**src/rtl/bus_master_ctrl.sv**
```systemverilog
// Single-master bus sequencer: request/grant handshake, one address strobe per access,
// slave-ready wait with timeout, and error abort on timeout or lost grant.
//
// state  | meaning
// -------+----------------------------------------------------------
// S_IDLE | no access; core_req latches the next access
// S_REQ  | bus_req_ low, waiting for arbiter grant
// S_ADDR | bus_as_ low for this single cycle, completion checks active
// S_WAIT | strobe released, waiting for bus_rdy_ / grant loss / timeout
module bus_master_ctrl #(
   parameter int ADDR_W     = 30,
   parameter int DATA_W     = 32,
   parameter int TMO_CYCLES = 256
) (
   input  logic              clk,
   input  logic              reset,
   input  logic              core_req,
   input  logic              core_rw,
   input  logic [ADDR_W-1:0] core_addr,
   input  logic [DATA_W-1:0] core_wr_data,
   output logic [DATA_W-1:0] core_rd_data,
   output logic              core_ack,
   output logic              core_err,
   output logic              core_busy,
   output logic              bus_req_,
   input  logic              bus_grnt_,
   output logic [ADDR_W-1:0] bus_addr,
   output logic              bus_as_,
   output logic              bus_rw,
   output logic [DATA_W-1:0] bus_wr_data,
   input  logic [DATA_W-1:0] bus_rd_data,
   input  logic              bus_rdy_
);

   localparam int              CNT_W    = $clog2(TMO_CYCLES);
   localparam logic [CNT_W-1:0] CNT_LAST = CNT_W'(TMO_CYCLES - 1);

   typedef enum logic [1:0] {
      S_IDLE = 2'd0,
      S_REQ  = 2'd1,
      S_ADDR = 2'd2,
      S_WAIT = 2'd3
   } state_t;

   state_t           state;
   logic [CNT_W-1:0] tmo_cnt;

   always_ff @(posedge clk or negedge reset) begin
      if (!reset) begin
         state        <= S_IDLE;
         tmo_cnt      <= '0;
         bus_req_     <= 1'b1;
         bus_as_      <= 1'b1;
         bus_rw       <= 1'b1;
         bus_addr     <= '0;
         bus_wr_data  <= '0;
         core_rd_data <= '0;
         core_ack     <= 1'b0;
         core_err     <= 1'b0;
         core_busy    <= 1'b0;
      end else begin
         core_ack <= 1'b0;
         core_err <= 1'b0;
         case (state)
            S_IDLE: begin
               if (core_req) begin
                  bus_rw      <= core_rw;
                  bus_addr    <= core_addr;
                  bus_wr_data <= core_wr_data;
                  bus_req_    <= 1'b0;
                  core_busy   <= 1'b1;
                  state       <= S_REQ;
               end
            end
            S_REQ: begin
               if (!bus_grnt_) begin
                  bus_as_ <= 1'b0;
                  tmo_cnt <= '0;
                  state   <= S_ADDR;
               end
            end
            S_ADDR, S_WAIT: begin
               bus_as_ <= 1'b1;
               // Slave ready outranks grant loss, which outranks the timeout.
               if (!bus_rdy_ || bus_grnt_ || (tmo_cnt == CNT_LAST)) begin
                  core_ack  <= 1'b1;
                  bus_req_  <= 1'b1;
                  core_busy <= 1'b0;
                  tmo_cnt   <= '0;
                  state     <= S_IDLE;
                  if (!bus_rdy_) begin
                     core_err     <= 1'b0;
                     core_rd_data <= bus_rw ? bus_rd_data : '0;
                  end else begin
                     core_err     <= 1'b1;
                     core_rd_data <= '0;
                  end
               end else begin
                  tmo_cnt <= tmo_cnt + CNT_W'(1);
                  state   <= S_WAIT;
               end
            end
            default: begin
               state <= S_IDLE;
            end
         endcase
      end
   end

endmodule
```
**config.mk**
```make
export PLATFORM = sky130hd
export DESIGN_NAME = bus_master_ctrl
export DESIGN_NICKNAME = d
export VERILOG_FILES = /design/src/rtl/bus_master_ctrl.sv
export SDC_FILE = /design/constraint.sdc
export NUM_CORES = 1
export LEC_CHECK = 0
export ABC_AREA = 1
export CORE_ASPECT_RATIO = 0.6
export CORE_UTILIZATION = 41
export CTS_CLUSTER_SIZE = 12
export DETAILED_ROUTE_END_ITERATION = 7
export HOLD_SLACK_MARGIN = 0.02
export PLACE_DENSITY = 0.8
export SLEW_MARGIN = 20
export SYNTH_ARGS = -nofsm -noshare
export SYNTH_HDL_FRONTEND = slang
export SYNTH_SLANG_ARGS = --single-unit
```
**constraint.sdc**
```tcl
create_clock -name clk -period 1.8 [get_ports clk]
set_clock_uncertainty 0.2 [all_clocks]
set_input_delay 0.45 -clock clk [delete_from_list [all_inputs] [get_ports clk]]
set_output_delay 0.45 -clock clk [all_outputs]
set_load 0.01 [all_outputs]
```
After elaboration in Yosys (flattened, before gate mapping)
Index checks and enable logic that the tools add are counted.
{"block": "classes", "add_sub_neg": 1, "n_eq_ne": 7, "muxes": 22, "n_reduce_logical": 12}
{"op": "$mux 32", "n": 2}
{"op": "$mux 8", "n": 2}
{"op": "$pmux 8 s2", "n": 1}
{"op": "$mux 1", "n": 10}
{"op": "$add 8x1->8 const B", "n": 1}
{"op": "$eq 8x8->1 const B", "n": 1}
{"op": "$reduce_and 2->1", "n": 4}
{"op": "$mux 2", "n": 3}
{"op": "$ne 2x2->1 const B", "n": 3}
{"op": "$pmux 1 s2", "n": 3}
{"op": "$pmux 2 s3", "n": 1}
{"op": "$eq 2x2->1 const B", "n": 2}
{"op": "$reduce_bool 2->1", "n": 2}
{"op": "$reduce_and 3->1", "n": 1}
{"op": "$eq 2x1->1 const B", "n": 1}
{"op": "$logic_not 2->1", "n": 1}
{"op": "$logic_or 1x1->1", "n": 2}
{"op": "$reduce_or 2->1", "n": 1}
{"op": "$logic_not 1->1", "n": 1}
{"block": "totals", "regBits": 110, "out_inout_bits": 100}

Logic depth before layout (Yosys ltp)
Gate-level depths: netlist (run 1).
{"block": "logic_depth", "depth_word": 5, "mapped_depth": 10, "mapped_depth_nobuf": 8}

Worst setup path before layout (run 1)
No wires, ideal clock.
{"block": "synth_timing", "path_kind": "register to register", "from": "reg tmo_cnt[0]", "to": "reg core_rd_data[21]", "arrival_ps": 1261, "required_time_ps": 1479, "setup_slack_ps": 218, "path_stages_with_launch": 11, "path_buffers": 2, "synth_period_minus_slack_ps": 1582, "cell_sequence": "dfrtp_1 ha_1 inv_1 nor2_1 nand2_1 nand2_1 nand2_2 buf_6 buf_6 nand2_1 o21ai_1"}
{"block": "synth_between", "elab_chain_len": 3}
{"element": "start: declaration", "line_no": "46", "rtl": "logic [CNT_W-1:0] tmo_cnt;"}
{"element": "start signal: assignment", "line_no": "99", "rtl": "tmo_cnt <= tmo_cnt + CNT_W'(1);"}
{"element": "$eq 8x8->1", "line_no": "85", "rtl": "if (!bus_rdy_ || bus_grnt_ || (tmo_cnt == CNT_LAST)) begin"}
{"element": "$logic_or 1x1->1", "line_no": "85"}
{"element": "$reduce_and 2->1 (no source line)"}
{"element": "end signal: assignment", "line_no": "93", "rtl": "core_rd_data <= bus_rw ? bus_rd_data : '0;"}
{"element": "end: declaration", "line_no": "21", "rtl": "output logic [DATA_W-1:0] core_rd_data,"}
Every way passes these cells.
A chain may end at the register's enable or synchronous reset.

Worst setup path after layout (run 1)
{"block": "layout_timing", "from": "reg bus_addr[19]", "to": "out bus_addr[19]"}
{"element": "start: declaration", "line_no": "27", "rtl": "output logic [ADDR_W-1:0] bus_addr,"}
{"element": "start signal: assignment", "line_no": "68", "rtl": "bus_addr <= core_addr;"}
No word-level cell between the ends.

==> results by group, run 1 <==
Status
  – Status: finished, final reports clean

STA
  – Rel. slew slack: 0.815
  – Max Fclk: a little under 0.6 GHz
  – Final Cycle Share: 0.940
  – Worst Tran Pin Value: roughly 0.28 ns
  – Setup violators final: 0
  – Tmin final: approximately 1.7 ns
  – Final Hold Fails: 0
  – Fin. max-slew vios: 0
  – Hold_ws: around 0.26 ns

Pwr
  – PwrDens: about 1500 nW/µm²
  – Leak: ~3.6 nW
  – Worst VDD drop: just over 700 µV

Clock network
  – Worst-skew pair later-pin latency: roughly 0.34 ns
  – CTS Buf Count: 9
  – CTS Buffer Depth: 2
  – H-tree depth: 3
  – CTS tree: done
  – CTS Sinks: between 100 and 150
  – Register clock-pin slew on the reported worst setup and hold paths: ~0.080 ns
  – Clock root cell: clkbuf_16

GRT
  – Global-route wire length before repair: approximately 19 mm
  – Number of global-route vias before repair: around 3800
  – Initial antenna violation count: 0
  – Total gr overflow: 0
  – Pin count of the biggest net entering global routing: between 60 and 70
  – Tot GR Track Use: 0.219

Finish
  – Fill cells: between 800 and 900
  – Synthesis-to-layout area growth: 56.5%
  – Layout Utilization: 0.674
  – Share of layout cells above drive strength 1: 0.0707
  – Antenna Cells: 0
  – Final nets: about 800

Synth
  – Mapped cell area: about 4300 µm²
  – Synth cell types: 21
  – Top post-synthesis cells by count: nand2_1, dfrtp_1, o21ai_0, o21ai_1, inv_1
  – Post-Syn Instances: about 500
  – Post-synth top area share: 0.616
  – Synth area leaders: dfrtp_1, nand2_1, o21ai_0, dfstp_2, o21ai_1
  – Post-synthesis area per instance: ~9 µm²
  – Seq/Total Area, Yosys: 0.634
  – Async S/R FF share, synth: 1.00
  – Top-count cell post-synth: nand2_1
  – #FFs+latches synth: 110
  – Post-synth top area cell: dfrtp_1
  – EDFF count, synth: 0
  – Yosys warnings: 0
  – Primary FF master, synth: dfrtp_1
  – Syn_nets: around 600

Critical path
  – Critical-path top delay cell: dfrtp_1
  – Setup CP Type: flop to output port
  – Endpoint type of the worst setup path: output port
  – Crit path cell chain: dlygate4sd2_1
  – Data arrival, critical path: about 1.0 ns
  – Critical Path Max Stage Delay: approximately 0.40 ns
  – Buf/Inv on CP: 1
  – Crit path max fanout: 2
  – CP startpoint kind: flop
  – Worst path top cell family by delay: flip-flops
  – Critical Path RT: between 1 and 1.5 ns

Floorplan
  – Starting density of the core: 0.431
  – Die area: 11000 µm²
  – Die Width: around 130 µm
  – Die height: between 80 and 90 µm
  – Rows: 28
  – Core area: between 10000 and 15000 µm²
  – Total I/O pin count: 200

Routing
  – Remaining DRCs: 0
  – Metal-1 WL: 5.18 mm
  – Met2 Wirelength: around 5.5 mm
  – Initial DRC Count: between 200 and 250
  – Vias/cell: 4.62
  – DR WL met3: approximately 820 µm
  – Avg WL per Cell: around 14 µm
  – DR pass1 iterations: 4
  – Top sig layer: met4
  – Post-DRT Antenna Nets: 0
  – Total Wirelength: between 10 and 15 mm
  – Vias: approximately 3900

Job
  – Max Cap Viol: 0

Hold path
  – HP Class: flop to flop

Placed design
  – IO Port Bufs: between 150 and 200
  – HPWL Detailed: 8.49 mm
  – Final Wtd Congestion: 0.807
-- registers in the layout (all words and copies together) (netlist names), 2 cells and up --
| signal | flops |
|---|---|
| bus_addr | 30 |
| bus_wr_data | 32 |
| core_rd_data | 32 |
| state | 2 |
| tmo_cnt | 8 |
-- kinds of logic after synthesis --
| group | share of synthesized area |
|---|---|
| buffers and inverters | 0.0400 |
| DFF | 0.634 |
| and+or+nand+nor | 0.268 |
| adders and majority gates | 0.00288 |
| AOI/OAI and AO/OA | 0.0495 |
| xor gates and xnor gates | 0.00604 |
-- layout by cell type, fill, tap and decap left out, drive strengths merged --
| master | n |
|---|---|
| nand2 | 289 |
| buf | 18 |
| nor2 | 12 |
| nand3b | 1 |
| clkbuf | 13 |
| nor3 | 1 |
| clkinv | 3 |
| clkinvlp | 2 |
| nand3 | 4 |
| inv | 14 |
| clkdlybuf4s50 | 98 |
| a21oi | 1 |
| dfrtp | 107 |
| bufinv | 1 |
| xnor2 | 1 |
| ha | 1 |
| o22ai | 1 |
| dlygate4sd3 | 1 |
| o21ai | 37 |
| xor2 | 2 |
| dlygate4sd2 | 97 |
| dfstp | 3 |
-- power breakdown --
group	total (mW)	internal (mW)	switching [mW]
clock	2.02	1.12	0.899
combinational	4.05	1.85	2.20
sequential	4.03	3.49	0.544
total	10.1	6.46	3.65
-- final cells by class --
cell class              count  area (µm²)  share of cell area
multi-input cells         350        1430               0.210
clock buffers              10         239              0.0351
well taps                 135         169              0.0248
clock inverters             6        71.3              0.0105
inverters                  14        52.6             0.00772
repair buffers            217        2090               0.307
flip-flops and latches    110        2760               0.405
-- per-layer routing --
metal  GRT usage  up-vias
li1            -     1933
met1       0.278     1796
met2       0.368      137
met3      0.0673       21
met4      0.0539        0
met5           0        -
-- path summary, 6_finish.rpt --
check / slack [ns] / endpoint / cells after the start / start
setup reg to reg: 0.15 / core_rd_data[1] / 9 / tmo_cnt[1]
max in group asynchronous: 0.51 / bus_as_ / 3 / reset
hold / removal: 0.26 / bus_as_ / 2 / bus_as_
hold reg to reg: 0.26 / bus_as_ / 2 / bus_as_
min in group asynchronous: 0.33 / bus_wr_data[15] / 2 / reset
setup / recovery: 0.11 / bus_addr[19] / 1 / bus_addr[19]
-- metrics by stage --
| stage | TNS [ns] | cells | total power [mW] | setup WS (ns) | instance area [µm²] |
|---|---|---|---|---|---|
| after floorplan | 0 | 497 | 5.99 | 0.218 | 4350 |
| after global placement | -3.97 | 824 | 8.70 | -0.115 | 6610 |
| after detailed placement | -5.20 | 824 | 8.86 | -0.169 | 6610 |
| after CTS | 0 | 841 | 10.2 | 0.00628 | 6810 |
| after global routing | -0.00681 | 842 | 10.8 | -0.00681 | 6810 |
| final | 0 | 842 | 10.1 | 0.108 | 6810 |
-- timing repair --
item / in CTS / in global routing
endpoints found under the setup margin: 100 / 4
gates resized for setup: 103 / 4
cloned: 0 / 0
hold buffers: 1 / 0
endpoints found under the hold margin: 18 / 0
buffers inserted: 0 / 1
(Power assumes the default switching activity.)
==> run 2, diff against run 1 <==
--- a/config.mk
+++ b/config.mk
@@ -11,7 +11,8 @@
 export CTS_CLUSTER_SIZE = 12
 export DETAILED_ROUTE_END_ITERATION = 7
 export HOLD_SLACK_MARGIN = 0.02
-export PLACE_DENSITY = 0.8
+export MAX_ROUTING_LAYER = met4
+export PLACE_DENSITY = 0.82
 export SLEW_MARGIN = 20
 export SYNTH_ARGS = -nofsm -noshare
 export SYNTH_HDL_FRONTEND = slang
==> run 2 against run 1 <==
  * Clock-buffer cell count is 1 lower
  * Die area unchanged
  * Sequential cell count did not move
  * Cell count is 0.36% lower
  * Global-route usage is 0.70 points lower
  * Register-to-register slack hardly changed
  * Wire length shrank 3.4%
  * Largest cell class unchanged
==> results by group, run 2 (synthesized netlist as in run 1, its figures left out) <==
Finish
  – Leading cell types in the layout, fill and taps excluded: nand2_1, dfrtp_1, clkdlybuf4s50_1, dlygate4sd2_1
  – Largest registers: bus_wr_data (32), core_rd_data (32), bus_addr (30)
  – Share of layout cells above drive strength 1: 0.0639
  – Final nets: 800
  – Most common cell after layout, fill and taps aside: nand2_1
  – Synthesis-to-layout area growth: 55.2%
  – Post-route cell area: just under 7000 µm²
  – Antenna Cells: 0

Clock network
  – CTS Buf Count: 9
  – Clock root cell: clkbuf_16
  – CTS tree: done
  – H-tree depth: 3
  – CTS Sinks: between 100 and 150
  – Register clock-pin slew on the reported worst setup and hold paths: 0.07 ns
  – Worst-skew pair later-pin latency: 0.33 ns
  – Post CTS Setup Buffer Count: 0
  – CTS Buffer Depth: 2

Critical path
  – Critical-path top delay cell: dfstp_2
  – Crit path cell chain: clkdlybuf4s15_1
  – Endpoint type of the worst setup path: output port
  – Buf/Inv on CP: 1
  – Worst path top cell family by delay: flip-flops
  – Critical Path RT: approximately 1.2 ns
  – Setup CP Type: flop to output port
  – Crit path max fanout: 2
  – Data arrival, critical path: between 1 and 1.5 ns
  – Critical Path Max Stage Delay: roughly 0.54 ns
  – Worst r2r src: tmo_cnt[1]
  – Critical Path Start: bus_rw
  – CP startpoint kind: flop

STA
  – Max Fclk: around 0.57 GHz
  – Fin. max-slew vios: 0
  – Final Hold Fails: 0
  – Worst Tran Pin Value: about 0.3 ns
  – Final Cycle Share: 0.977
  – Rel. slew slack: 0.799
  – Tmin final: about 1.8 ns
  – Setup violators final: 0

GRT
  – Global-route wire length before repair: roughly 18 mm
  – Total gr overflow: 0
  – Tot GR Track Use: 0.212
  – Number of global-route vias before repair: about 3600
  – Pin count of the biggest net entering global routing: 65
  – Initial antenna violation count: 0

Routing
  – Total Wirelength: between 10 and 15 mm
  – Remaining DRCs: 0
  – Vias/cell: roughly 4.6
  – Vias: around 3800
  – Post-DRT Antenna Nets: 0
  – Initial DRC Count: 190
  – DR pass1 iterations: 4
  – Avg WL per Cell: approximately 13 µm

Job
  – Max Cap Viol: 0

Hold path
  – Hold Crit Start: bus_as_
  – HP Class: flop to flop

Placed design
  – HPWL Detailed: 8.09 mm
  – IO Port Bufs: a little under 200
  – Placed Area: 6580 µm²
  – Final Wtd Congestion: 0.811

Floorplan
  – Starting density of the core: 0.431
  – Rows: 28
  – Core area: between 10000 and 15000 µm²
  – Die Width: roughly 130 µm
  – Total I/O pin count: 200
  – Die height: a little over 80 µm
  – Die area: around 11000 µm²

Pwr
  – Worst VDD drop: approximately 830 µV
  – Tot Pwr: 9.89 mW
  – Leak: between 3 and 4 nW
  – PwrDens: between 1000 and 1500 nW/µm²

Status
  – Status: finished, final reports clean
-- run 2: worst min-delay path: stages, from the launching register on --
cell and delay (ns):
dfstp_2 0.37, nand2_1 0.05, nand2_1 0.04
-- run 2: final cells by class --
| type | instances | area [µm²] |
|---|---|---|
| inverters | 14 | 52.6 |
| well taps | 135 | 169 |
| multi-input cells | 350 | 1430 |
| flip-flops and latches | 110 | 2760 |
| fillers | 815 | 3340 |
| clock buffers | 9 | 225 |
| repair buffers | 214 | 2070 |
| clock inverters | 7 | 53.8 |
-- run 2: timing repair --
item                                   CTS  global route
endpoints found under the hold margin   11             0
cloned                                   0             0
hold buffers                             1             0
resized for setup                      102             4
pin swaps                                0             1
setup endpoints to repair              100             6
-- run 2: per-layer routing --
layer  vias to the layer above  wire length, µm  GRT usage
met5                         -                0          -
met4                         0              104     0.0483
met3                        11              780     0.0580
met2                       137             5180      0.327
met1                      1777             5190      0.280
li1                       1923                -          -
-- run 2: power breakdown --
part | internal [mW] | switching [mW] | leakage, nW | total, mW
Sequential | 3.49 | 0.553 | 1.41 | 4.04
Combinational | 1.82 | 2.17 | 1.98 | 3.99
Clock | 0.957 | 0.909 | 0.141 | 1.87
-- run 2: metrics by stage --
stage	worst slack (ns)	utilization	std cells	hold WS, ns	setup TNS (ns)
after floorplan	0.218	-	497	-0.0456	0
final	0.0411	0.669	839	0.271	0
after CTS	0.00433	0.669	839	0.273	0
after detailed placement	-0.200	0.653	822	0.109	-6.12
after global placement	-0.129	0.653	822	0.108	-4.38
after global routing	-0.00455	0.669	839	0.291	-0.00637
-- run 2: path summary, 6_finish.rpt --
kind	end	slack [ns]	cells after the start
min in group asynchronous	bus_wr_data[14]	0.29	2
min reg2reg	bus_as_	0.27	2
min	bus_as_	0.27	2
max	bus_rw	0.04	1
max reg2reg	core_rd_data[21]	0.15	9
max in group asynchronous	core_rd_data[18]	0.57	3
